==> src/rtl/mem_arbiter_if.sv <==
// Bundle of the two requester ports (instruction fetch, data) and the
// unified memory port that mem_arbiter multiplexes between them.
// The slave modport is the arbiter's view; master is the surrounding
// system (requesters plus memory) as seen from outside the arbiter.
interface mem_arbiter_if #(
  parameter int ADDR_W = 32,
  parameter int DATA_W = 32
);
  // Instruction-fetch port
  logic              if_ce_i;
  logic [ADDR_W-1:0] if_addr_i;
  logic [DATA_W-1:0] if_inst_o;
  logic              if_done_o;

  // Data (MEM-stage) port
  logic              d_ce_i;
  logic              d_we_i;
  logic [3:0]        d_sel_i;
  logic [ADDR_W-1:0] d_addr_i;
  logic [DATA_W-1:0] d_wdata_i;
  logic [DATA_W-1:0] d_rdata_o;
  logic              d_done_o;

  // Pipeline stall request
  logic              stallreq_o;

  // Unified single-port memory
  logic              mem_req_o;
  logic              mem_we_o;
  logic [3:0]        mem_sel_o;
  logic [ADDR_W-1:0] mem_addr_o;
  logic [DATA_W-1:0] mem_wdata_o;
  logic [DATA_W-1:0] mem_rdata_i;
  logic              mem_ack_i;

  modport slave (
    input  if_ce_i, if_addr_i,
    output if_inst_o, if_done_o,
    input  d_ce_i, d_we_i, d_sel_i, d_addr_i, d_wdata_i,
    output d_rdata_o, d_done_o,
    output stallreq_o,
    output mem_req_o, mem_we_o, mem_sel_o, mem_addr_o, mem_wdata_o,
    input  mem_rdata_i, mem_ack_i
  );

  modport master (
    output if_ce_i, if_addr_i,
    input  if_inst_o, if_done_o,
    output d_ce_i, d_we_i, d_sel_i, d_addr_i, d_wdata_i,
    input  d_rdata_o, d_done_o,
    input  stallreq_o,
    input  mem_req_o, mem_we_o, mem_sel_o, mem_addr_o, mem_wdata_o,
    output mem_rdata_i, mem_ack_i
  );
endinterface

==> src/rtl/mem_arbiter.sv <==
// mem_arbiter: shares one single-port memory between the CPU's fetch port
// and its data port. Data has priority from IDLE (it belongs to the older
// instruction); a completing data access hands over to a waiting fetch, so
// fetch never waits behind more than one data access. Back-to-back grants
// keep mem_req high with no idle bubble. An access whose requester drops ce
// while in flight still runs to completion on the memory, but its done
// pulse and read-data update are suppressed.
module mem_arbiter #(
  parameter int ADDR_W = 32,
  parameter int DATA_W = 32
) (
  input  logic         clk,
  input  logic         rst,
  mem_arbiter_if.slave bus
);

  localparam logic [1:0] IDLE   = 2'd0;
  localparam logic [1:0] IGRANT = 2'd1;
  localparam logic [1:0] DGRANT = 2'd2;

  logic [1:0]        state;
  logic [1:0]        state_nxt;
  logic              live;

  logic              mem_req;
  logic              mem_we;
  logic [3:0]        mem_sel;
  logic [ADDR_W-1:0] mem_addr;
  logic [DATA_W-1:0] mem_wdata;

  logic [DATA_W-1:0] if_inst;
  logic              if_done;
  logic [DATA_W-1:0] d_rdata;
  logic              d_done;

  logic              if_pend;
  logic              d_pend;
  logic              acked;
  logic              owner_ce;
  logic              live_now;
  logic              grant_new;

  logic              cmd_we;
  logic [3:0]        cmd_sel;
  logic [ADDR_W-1:0] cmd_addr;
  logic [DATA_W-1:0] cmd_wdata;

  // A request in its done cycle is not pending; a ce still high after
  // that becomes a fresh request from the following cycle.
  assign if_pend  = bus.if_ce_i & ~if_done;
  assign d_pend   = bus.d_ce_i  & ~d_done;

  // Ack only counts while a request is actually outstanding.
  assign acked    = mem_req & bus.mem_ack_i;

  // The access in flight is still wanted while its owner keeps ce high.
  assign owner_ce = (state == IGRANT) ? bus.if_ce_i : bus.d_ce_i;
  assign live_now = live & owner_ce;

  // A new command is loaded either from IDLE or straight off an ack edge.
  assign grant_new = (state_nxt != IDLE) & ((state == IDLE) | acked);

  // Next-state: data before fetch from IDLE; on completion the other port
  // goes first. The finishing port itself is only eligible again if it
  // abandoned this access and has since raised ce for a new one.
  always_comb begin
    state_nxt = state;
    case (state)
      IDLE: begin
        if (d_pend)
          state_nxt = DGRANT;
        else if (if_pend)
          state_nxt = IGRANT;
      end
      IGRANT: begin
        if (acked) begin
          if (d_pend)
            state_nxt = DGRANT;
          else if (if_pend & ~live)
            state_nxt = IGRANT;
          else
            state_nxt = IDLE;
        end
      end
      DGRANT: begin
        if (acked) begin
          if (if_pend)
            state_nxt = IGRANT;
          else if (d_pend & ~live)
            state_nxt = DGRANT;
          else
            state_nxt = IDLE;
        end
      end
      default: state_nxt = IDLE;
    endcase
  end

  // Command for the grant being entered; fetches are always full-word reads.
  always_comb begin
    cmd_we    = 1'b0;
    cmd_sel   = 4'hF;
    cmd_addr  = bus.if_addr_i;
    cmd_wdata = '0;
    if (state_nxt == DGRANT) begin
      cmd_we    = bus.d_we_i;
      cmd_sel   = bus.d_sel_i;
      cmd_addr  = bus.d_addr_i;
      cmd_wdata = bus.d_wdata_i;
    end
  end

  // FSM, memory request, done pulses and the per-grant live flag.
  always_ff @(posedge clk) begin
    if (rst) begin
      state   <= IDLE;
      mem_req <= 1'b0;
      live    <= 1'b0;
      if_done <= 1'b0;
      d_done  <= 1'b0;
    end else begin
      state   <= state_nxt;
      mem_req <= (state_nxt != IDLE);
      if_done <= (state == IGRANT) & acked & live_now;
      d_done  <= (state == DGRANT) & acked & live_now;
      if (grant_new)
        live <= 1'b1;
      else if (state != IDLE)
        live <= live_now;
    end
  end

  // Memory command registers: loaded on grant, held until after the ack.
  always_ff @(posedge clk) begin
    if (rst) begin
      mem_we    <= 1'b0;
      mem_sel   <= 4'h0;
      mem_addr  <= '0;
      mem_wdata <= '0;
    end else if (grant_new) begin
      mem_we    <= cmd_we;
      mem_sel   <= cmd_sel;
      mem_addr  <= cmd_addr;
      mem_wdata <= cmd_wdata;
    end
  end

  // Read-data return: captured on the ack edge, only for live accesses;
  // writes leave d_rdata untouched.
  always_ff @(posedge clk) begin
    if (rst) begin
      if_inst <= '0;
      d_rdata <= '0;
    end else begin
      if ((state == IGRANT) & acked & live_now)
        if_inst <= bus.mem_rdata_i;
      if ((state == DGRANT) & acked & live_now & ~mem_we)
        d_rdata <= bus.mem_rdata_i;
    end
  end

  assign bus.mem_req_o   = mem_req;
  assign bus.mem_we_o    = mem_we;
  assign bus.mem_sel_o   = mem_sel;
  assign bus.mem_addr_o  = mem_addr;
  assign bus.mem_wdata_o = mem_wdata;
  assign bus.if_inst_o   = if_inst;
  assign bus.if_done_o   = if_done;
  assign bus.d_rdata_o   = d_rdata;
  assign bus.d_done_o    = d_done;
  assign bus.stallreq_o  = if_pend | d_pend;

endmodule

==> src/flat_wrapper.sv <==
// flat-port wrapper written by rule: the top's interface ports become plain ports
module mem_arbiter_flat 
#(
  parameter int ADDR_W = 32,
  parameter int DATA_W = 32
)
  (clk, rst, bus_if_ce_i, bus_if_addr_i, bus_if_inst_o, bus_if_done_o, bus_d_ce_i, bus_d_we_i, bus_d_sel_i, bus_d_addr_i, bus_d_wdata_i, bus_d_rdata_o, bus_d_done_o, bus_stallreq_o, bus_mem_req_o, bus_mem_we_o, bus_mem_sel_o, bus_mem_addr_o, bus_mem_wdata_o, bus_mem_rdata_i, bus_mem_ack_i);
  mem_arbiter_if #(.ADDR_W(ADDR_W), .DATA_W(DATA_W)) bus_i ();
  input  logic clk;
  input  logic rst;
  input wire logic [$bits(bus_i.if_ce_i)-1:0] bus_if_ce_i;
  input wire logic [$bits(bus_i.if_addr_i)-1:0] bus_if_addr_i;
  output wire logic [$bits(bus_i.if_inst_o)-1:0] bus_if_inst_o;
  output wire logic [$bits(bus_i.if_done_o)-1:0] bus_if_done_o;
  input wire logic [$bits(bus_i.d_ce_i)-1:0] bus_d_ce_i;
  input wire logic [$bits(bus_i.d_we_i)-1:0] bus_d_we_i;
  input wire logic [$bits(bus_i.d_sel_i)-1:0] bus_d_sel_i;
  input wire logic [$bits(bus_i.d_addr_i)-1:0] bus_d_addr_i;
  input wire logic [$bits(bus_i.d_wdata_i)-1:0] bus_d_wdata_i;
  output wire logic [$bits(bus_i.d_rdata_o)-1:0] bus_d_rdata_o;
  output wire logic [$bits(bus_i.d_done_o)-1:0] bus_d_done_o;
  output wire logic [$bits(bus_i.stallreq_o)-1:0] bus_stallreq_o;
  output wire logic [$bits(bus_i.mem_req_o)-1:0] bus_mem_req_o;
  output wire logic [$bits(bus_i.mem_we_o)-1:0] bus_mem_we_o;
  output wire logic [$bits(bus_i.mem_sel_o)-1:0] bus_mem_sel_o;
  output wire logic [$bits(bus_i.mem_addr_o)-1:0] bus_mem_addr_o;
  output wire logic [$bits(bus_i.mem_wdata_o)-1:0] bus_mem_wdata_o;
  input wire logic [$bits(bus_i.mem_rdata_i)-1:0] bus_mem_rdata_i;
  input wire logic [$bits(bus_i.mem_ack_i)-1:0] bus_mem_ack_i;
  assign bus_i.if_ce_i = bus_if_ce_i;
  assign bus_i.if_addr_i = bus_if_addr_i;
  assign bus_if_inst_o = bus_i.if_inst_o;
  assign bus_if_done_o = bus_i.if_done_o;
  assign bus_i.d_ce_i = bus_d_ce_i;
  assign bus_i.d_we_i = bus_d_we_i;
  assign bus_i.d_sel_i = bus_d_sel_i;
  assign bus_i.d_addr_i = bus_d_addr_i;
  assign bus_i.d_wdata_i = bus_d_wdata_i;
  assign bus_d_rdata_o = bus_i.d_rdata_o;
  assign bus_d_done_o = bus_i.d_done_o;
  assign bus_stallreq_o = bus_i.stallreq_o;
  assign bus_mem_req_o = bus_i.mem_req_o;
  assign bus_mem_we_o = bus_i.mem_we_o;
  assign bus_mem_sel_o = bus_i.mem_sel_o;
  assign bus_mem_addr_o = bus_i.mem_addr_o;
  assign bus_mem_wdata_o = bus_i.mem_wdata_o;
  assign bus_i.mem_rdata_i = bus_mem_rdata_i;
  assign bus_i.mem_ack_i = bus_mem_ack_i;
  mem_arbiter #(.ADDR_W(ADDR_W), .DATA_W(DATA_W)) u_core (.clk(clk), .rst(rst), .bus(bus_i));
endmodule
==> config.mk <==
export PLATFORM = sky130hd
export DESIGN_NAME = mem_arbiter_flat
export DESIGN_NICKNAME = d
export VERILOG_FILES = /design/src/rtl/mem_arbiter_if.sv /design/src/rtl/mem_arbiter.sv /design/src/flat_wrapper.sv
export SDC_FILE = /design/constraint.sdc
export NUM_CORES = 1
export LEC_CHECK = 0
export CORE_MARGIN = 10
export CORE_UTILIZATION = 40
export DETAILED_ROUTE_END_ITERATION = 6
export PLACE_DENSITY = 0.79
export SLEW_MARGIN = 20
export SYNTH_ARGS = -nofsm -noshare
export SYNTH_HDL_FRONTEND = slang
export SYNTH_SLANG_ARGS = --single-unit
==> constraint.sdc <==
create_clock -name clk -period 2.4 [get_ports clk]
set_clock_uncertainty 0.2 [all_clocks]
set_input_delay 0.48 -clock clk [delete_from_list [all_inputs] [get_ports clk]]
set_output_delay 0.48 -clock clk [all_outputs]
set_load 0.05 [all_outputs]
==> impl_metrics.py, run 1 <==
metrics = {
    "clocking": {
        "ctsHoldBuffers": 0,
        "clock-sinks": 139,
        "cts_tree": "done",
        "cts_setup_buffers": 0,
        "clk_pin_slew_ns": 0.06,
        "clockBufferDepth": 2,
        "htree_num_levels": 4,
        "cts-buffers-inserted": 17,
        "cts.repair.resized": 0,
        "worstSkewPairLatency_ns": 0.42,
        "root_buffer": "clkbuf_16",
    },
    "status": {
        "outcome": "complete, no violations",
    },
    "place": {
        "gp_congestion": 0.801,
        "hpwlAfterDp_um": 14300,
        "portBuffers": 274,
        "place_inst": 1088,
    },
    "global_route": {
        "grt_pass1_vias": 5601,
        "overflow": 0,
        "antenna_found_initial": 0,
        "grt_pass1_wl_um": 30400,
        "grt_max_degree": 56,
        "grt_usage_pct": 20.4,
    },
    "setup_path": {
        "critPathSlowestCell": "clkdlybuf4s50_1",
        "crit_path_cell_trace": "clkdlybuf4s50_1",
        "worst-r2r-cell-count": 6,
        "path_delay_family": "buffers and inverters",
        "crit_path_start": "u_core.bus.mem_addr_o[14]",
        "crit_path_start_kind": "register",
        "crit_buf_inv": 1,
        "critPathMaxStageDelay_ns": 0.84,
        "critPathKind": "reg2out",
        "crit_path_end_kind": "output pin",
        "critPathArrivalTime_ns": 1.65,
        "r2r_end": "u_core.bus.mem_addr_o[2]",
        "rrSetupSlack_ns": 0.34,
        "worstPathMaxFanout": 2,
        "r2r_start": "u_core.state[1]",
        "worstPathRequired_ns": 1.72,
    },
    "synthesis": {
        "synth_top_family_by_area": "simple AND/OR/NAND/NOR gates",
        "syn_avg_cell_area_um2": 8.37,
        "mappedNetlistArea_um2": 5570,
        "synthCells": 665,
        "synth_mux_area_share_pct": 0.180,
        "ys.flop_type": "dfxtp_1",
        "synth_edf_count": 0,
        "synthArstFlopShare_pct": 0,
        "synth_compound_area_share_pct": 18.8,
        "synth_nets": 803,
        "synth-simple-area-share_pct": 24.8,
        "synth.distinct_cells": 38,
        "yosysWarnings": 0,
        "ys_seq_elements": 139,
        "synth_xor_area_share_pct": 0,
        "synthAdderAreaFrac_pct": 0,
        "seq_area_frac_synth_pct": 50.0,
    },
    "drt": {
        "wl_per_cell_um": 17.8,
        "drcViolationCount": 0,
        "drt_iter0_drc": 262,
        "vias": 5539,
        "first_pass_iters": 4,
        "viasPerCell": 4.95,
        "ant_nets": 0,
        "finalWirelength_um": 20000,
    },
    "timing": {
        "finalHoldViolations": 0,
        "finalCritPeriodShare_pct": 97.0,
        "slew_headroom_pct": 62.1,
        "drv_slew": 0,
        "rsz0062_at_grt": "false",
        "max_freq_ghz": 0.430,
        "tightest_slew_ns": 0.566,
        "setup_viol": 0,
        "min_period_ns": 2.33,
        "tns_ns": 0,
    },
    "layout": {
        "fin_cells": 1120,
        "drive_gt1_share_pct": 11.7,
        "fillers": 1158,
        "area_growth_pct": 64.7,
        "nets": 1065,
        "diodes": 0,
    },
    "power_and_ir_drop": {
        "p_comb_share_pct": 28.6,
        "power_density_nw_per_um2": 815,
        "pwr-share-seq_pct": 34.8,
        "swShare_pct": 32.9,
        "p_clk_share_pct": 36.6,
        "p_switching_w": 0.00246,
        "ir_drop_mv": 0.672,
        "leakagePower_nw": 3.24,
        "power.total_w": 0.00747,
        "p_int_w": 0.00501,
    },
    "flow_run": {
        "maxCapViolations": 0,
    },
    "die": {
        "initial_core_util_pct": 40.4,
        "io_pins": 275,
        "die_w_um": 138,
        "core_area_um2": 13800,
        "dieArea_um2": 19000,
        "num_rows": 43,
        "die_y_um": 138,
    },
    "min_path": {
        "whs_endpoint": "u_core.bus.mem_wdata_o[29]",
        "worstHoldStart": "u_core.bus.mem_wdata_o[29]",
        "hp-class": "reg2reg",
        "holdPathStages": 2,
    },
}
==> through the flow <==
step,util (%),setup slack [ns],area [µm²],hold WS [ns]
floorplan,-,0.177,5570,0.306
global placement,62.1,-0.0785,8550,0.237
detailed placement,62.1,-0.120,8550,0.243
CTS,66.6,0.0546,9170,0.250
global route,66.6,0.0178,9170,0.264
finish,66.6,0.0725,9170,0.247
==> worst max-delay path by stage <==
stage	to	slack, ns	cells after the start
after floorplan	u_core.bus.d_rdata_o[10]	0.18	7
after global placement	u_core.bus.mem_addr_o[17]	-0.08	7
after detailed placement	u_core.bus.mem_wdata_o[30]	-0.12	7
after CTS	bus_if_done_o	0.05	1
after global routing	bus_if_done_o	0.02	1
final	bus_mem_addr_o[14]	0.07	1
==> synth_stat cells (2+ instances only) <==
cell      instances  share of area, %
nand3_1          33               3.0
and2_1            2              0.22
buf_2            14               1.3
nor2b_1           3              0.34
buf_4            11               1.5
nor3_1            8              0.72
buf_6             9               1.8
a311oi_1          2              0.31
a21oi_1          99               8.9
clkbuf_1         20               1.3
nand2b_1          2              0.22
dfxtp_1         139                50
nor2_2           10               1.1
nor2_1           30               2.0
a311oi_2         30               8.1
nand2_1         231                16
==> registers in the layout, summed over array words and instances, names as in the netlist <==
signal,flops
u_core.bus.mem_sel_o,4
u_core.bus.if_inst_o,32
u_core.live,1
u_core.bus.mem_addr_o,32
u_core.bus.mem_wdata_o,32
u_core.bus.mem_we_o,1
u_core.bus.if_done_o,1
u_core.bus.d_rdata_o,32
u_core.bus.d_done_o,1
u_core.state,2
u_core.bus.mem_req_o,1
==> per-layer routing <==
metal  global-route usage [%]  up-vias  wire [µm]
met2                     35.3      160      10300
li1                         -     2759          -
met1                     21.7     2591       7450
met3                     8.84       29       1760
met4                     7.36        0        426
met5                        0        -          0
==> layout make-up <==
type	count	area (µm²)	share of cell area, %
well taps	180	225	2.46
multi-input cells	470	2460	26.8
repair buffers	299	3080	33.6
flip-flops and latches	139	2780	30.3
clock buffers	19	453	4.94
clock inverters	13	164	1.79
==> layout by cell type, fill, tap and decap left out, types with 2 or more instances in the layout <==
cell type,Yosys,final
clkinv_4,0,2
a311oi_1,2,2
a21oi_1,99,99
inv_6,0,3
buf_4,11,16
nor2_1,30,29
nand2b_1,2,2
clkdlybuf4s50_1,0,270
clkbuf_16,0,17
buf_12,0,13
clkbuf_8,0,2
nor2_2,10,11
bufinv_16,0,3
nand2_1,231,231
a311oi_2,30,30
clkinv_2,0,3
dfxtp_1,139,139
nand3_1,33,33
nor2b_1,3,3
nor3_1,8,8
clkinvlp_4,0,2
==> kinds of logic after synthesis <==
family | count (synthesis)
flops | 139
simple gates | 329
mux | 1
compound gates | 140
buf+inv | 56
==> worst reg2reg max path: cells and delay by family (launching register included) <==
family	cells	cell delay, ns
AOI/OAI and AO/OA	2	0.53
buffers and inverters	1	0.22
DFF	1	0.51
and+or+nand+nor	3	0.50
==> power by group through the flow <==
stage / clock network [W] / registers (W) / logic, W
after detailed placement: 0 / 0.00265 / 0.00214
after global placement: 0 / 0.00264 / 0.00211
after global routing: 0.00287 / 0.00262 / 0.00226
after CTS: 0.00278 / 0.00260 / 0.00215
final: 0.00273 / 0.00260 / 0.00214
after floorplan: 0 / 0.00322 / 0.000771
Note: power is estimated with default switching activity, not from simulation.
==> inputs of run 2 (changes only) <==
--- a/config.mk
+++ b/config.mk
@@ -9,6 +9,7 @@
 export CORE_UTILIZATION = 40
 export DETAILED_ROUTE_END_ITERATION = 6
 export PLACE_DENSITY = 0.79
+export REMOVE_ABC_BUFFERS = 1
 export SLEW_MARGIN = 20
 export SYNTH_ARGS = -nofsm -noshare
 export SYNTH_HDL_FRONTEND = slang
==> impl_metrics.py, run 2 (synthesized netlist as in run 1, its figures left out) <==
metrics = {
    "status": {
        "outcome": "complete, no violations",
    },
    "drt": {
        "first_pass_iters": 5,
        "finalWirelength_um": 19200,
        "ant_nets": 0,
        "vias": 5627,
        "wl_per_cell_um": 17.0,
        "drcViolationCount": 0,
        "viasPerCell": 4.99,
        "drt_iter0_drc": 270,
    },
    "clocking": {
        "ctsHoldBuffers": 0,
        "clockBufferDepth": 2,
        "root_buffer": "clkbuf_16",
        "clk_pin_slew_ns": 0.06,
        "clock-sinks": 139,
        "htree_num_levels": 4,
        "cts_tree": "done",
        "cts-buffers-inserted": 17,
        "worstSkewPairLatency_ns": 0.41,
    },
    "setup_path": {
        "crit_buf_inv": 1,
        "path_delay_family": "buffers and inverters",
        "critPathKind": "reg2out",
        "critPathMaxStageDelay_ns": 0.85,
        "worstPathRequired_ns": 1.72,
        "critPathSlowestCell": "clkdlybuf4s50_1",
        "crit_path_cell_trace": "clkdlybuf4s50_1",
        "critPathArrivalTime_ns": 1.61,
        "crit_path_end_kind": "output pin",
        "worstPathMaxFanout": 3,
        "crit_path_start_kind": "register",
    },
    "global_route": {
        "grt_max_degree": 77,
        "overflow": 0,
        "use_met1_pct": 21.9,
        "grt_pass1_wl_um": 28700,
        "met2_usage_pct": 30.1,
        "grt_usage_pct": 19.3,
        "use_met3_pct": 11.5,
        "antenna_found_initial": 0,
        "grt.busiest_layer": "met2",
        "grt_pass1_vias": 5474,
    },
    "layout": {
        "layout.cells.most_common": "clkdlybuf4s50_1",
        "mostFrequentLayoutCells": "clkdlybuf4s50_1 (270), nand2_1 (231), dfxtp_1 (139)",
        "fin_util_pct": 66.8,
        "area_growth_pct": 65.3,
        "diodes": 0,
        "drive_gt1_share_pct": 12.1,
        "nets": 1073,
        "fin_cells": 1127,
    },
    "flow_run": {
        "maxCapViolations": 0,
    },
    "power_and_ir_drop": {
        "power_density_nw_per_um2": 806,
        "ir_drop_mv": 0.508,
        "p_switching_w": 0.00240,
        "p_clk_share_pct": 35.9,
        "power.total_w": 0.00742,
        "swShare_pct": 32.3,
        "pwr-share-seq_pct": 35.0,
        "p_int_w": 0.00502,
        "p_comb_share_pct": 29.1,
        "leakagePower_nw": 3.28,
    },
    "timing": {
        "setup_viol": 0,
        "max_freq_ghz": 0.436,
        "tns_ns": 0,
        "finalCritPeriodShare_pct": 95.5,
        "finalHoldViolations": 0,
        "rsz0062_at_grt": "false",
        "drv_slew": 0,
        "worst_slack_ns": 0.107,
        "min_period_ns": 2.29,
        "slew_headroom_pct": 62.1,
        "tightest_slew_ns": 0.566,
    },
    "place": {
        "dp_slack_ns": -0.180,
        "place_inst": 1096,
        "gp_congestion": 0.801,
        "portBuffers": 274,
        "hpwlAfterDp_um": 14000,
    },
    "min_path": {
        "hp-class": "reg2reg",
    },
    "die": {
        "io_pins": 275,
        "die_y_um": 138,
        "die_w_um": 138,
        "num_rows": 43,
        "dieArea_um2": 19000,
        "initial_core_util_pct": 40.4,
        "core_area_um2": 13800,
    },
}
==> run 2: cell count changes in the layout (fill, tap and decap cells not counted), sizes merged <==
cell          delta
dlymetal6s2s     +1
inv              -3
clkbuf           +1
buf              +7
clkinvlp         +1
==> run 2: timing repair <==
action | in CTS | in global routing
endpoints found under the setup margin | 0 | 1
gates resized for setup | 0 | 1
setup buffers | 0 | 0
==> run 2: power groups by stage <==
stage                     Clock (W)  Sequential, W  Combinational (W)
after CTS                   0.00271        0.00260            0.00218
after global placement            0        0.00265            0.00215
after detailed placement          0        0.00265            0.00217
after floorplan                   0        0.00323           0.000630
after global routing        0.00281        0.00262            0.00229
final                       0.00266        0.00260            0.00216
==> run 2: layer usage <==
layer  vias to the layer above  wire length (µm)  share of wire (%)
li1                       2776                 -                  -
met1                      2572              7370                 38
met2                       263              8750                 46
met3                        16              2880                 15
met4                         0               188               0.98
met5                         -                 0                  0
==> run 2: layout make-up <==
class                           count  area [µm²]
Clock buffer                       20         457
Clock inverter                     11         145
Fill cell                        1132        4570
Multi-Input combinational cell    470        2460
Sequential cell                   139        2780
Tap cell                          180         225
Timing Repair Buffer              307        3140
==> run 2: through the flow <==
stage	cell area [µm²]	hold slack [ns]
6_report	9210	0.248
5_1_grt	9210	0.268
4_1_cts	9200	0.250
3_5_place_dp	8600	0.245
3_3_place_gp	8600	0.237
2_1_floorplan	5220	0.300
==> run 2: worst paths after layout <==
path / end / startpoint / slack, ns / cells past startpoint
worst max-delay path: bus_if_done_o / u_core.bus.if_done_o / 0.11 / 1
worst min-delay path: u_core.bus.mem_wdata_o[1] / u_core.bus.mem_wdata_o[1] / 0.25 / 2
worst min register to register: u_core.bus.mem_wdata_o[1] / u_core.bus.mem_wdata_o[1] / 0.25 / 2
worst max register to register: u_core.bus.mem_addr_o[0] / u_core.state[1] / 0.40 / 6
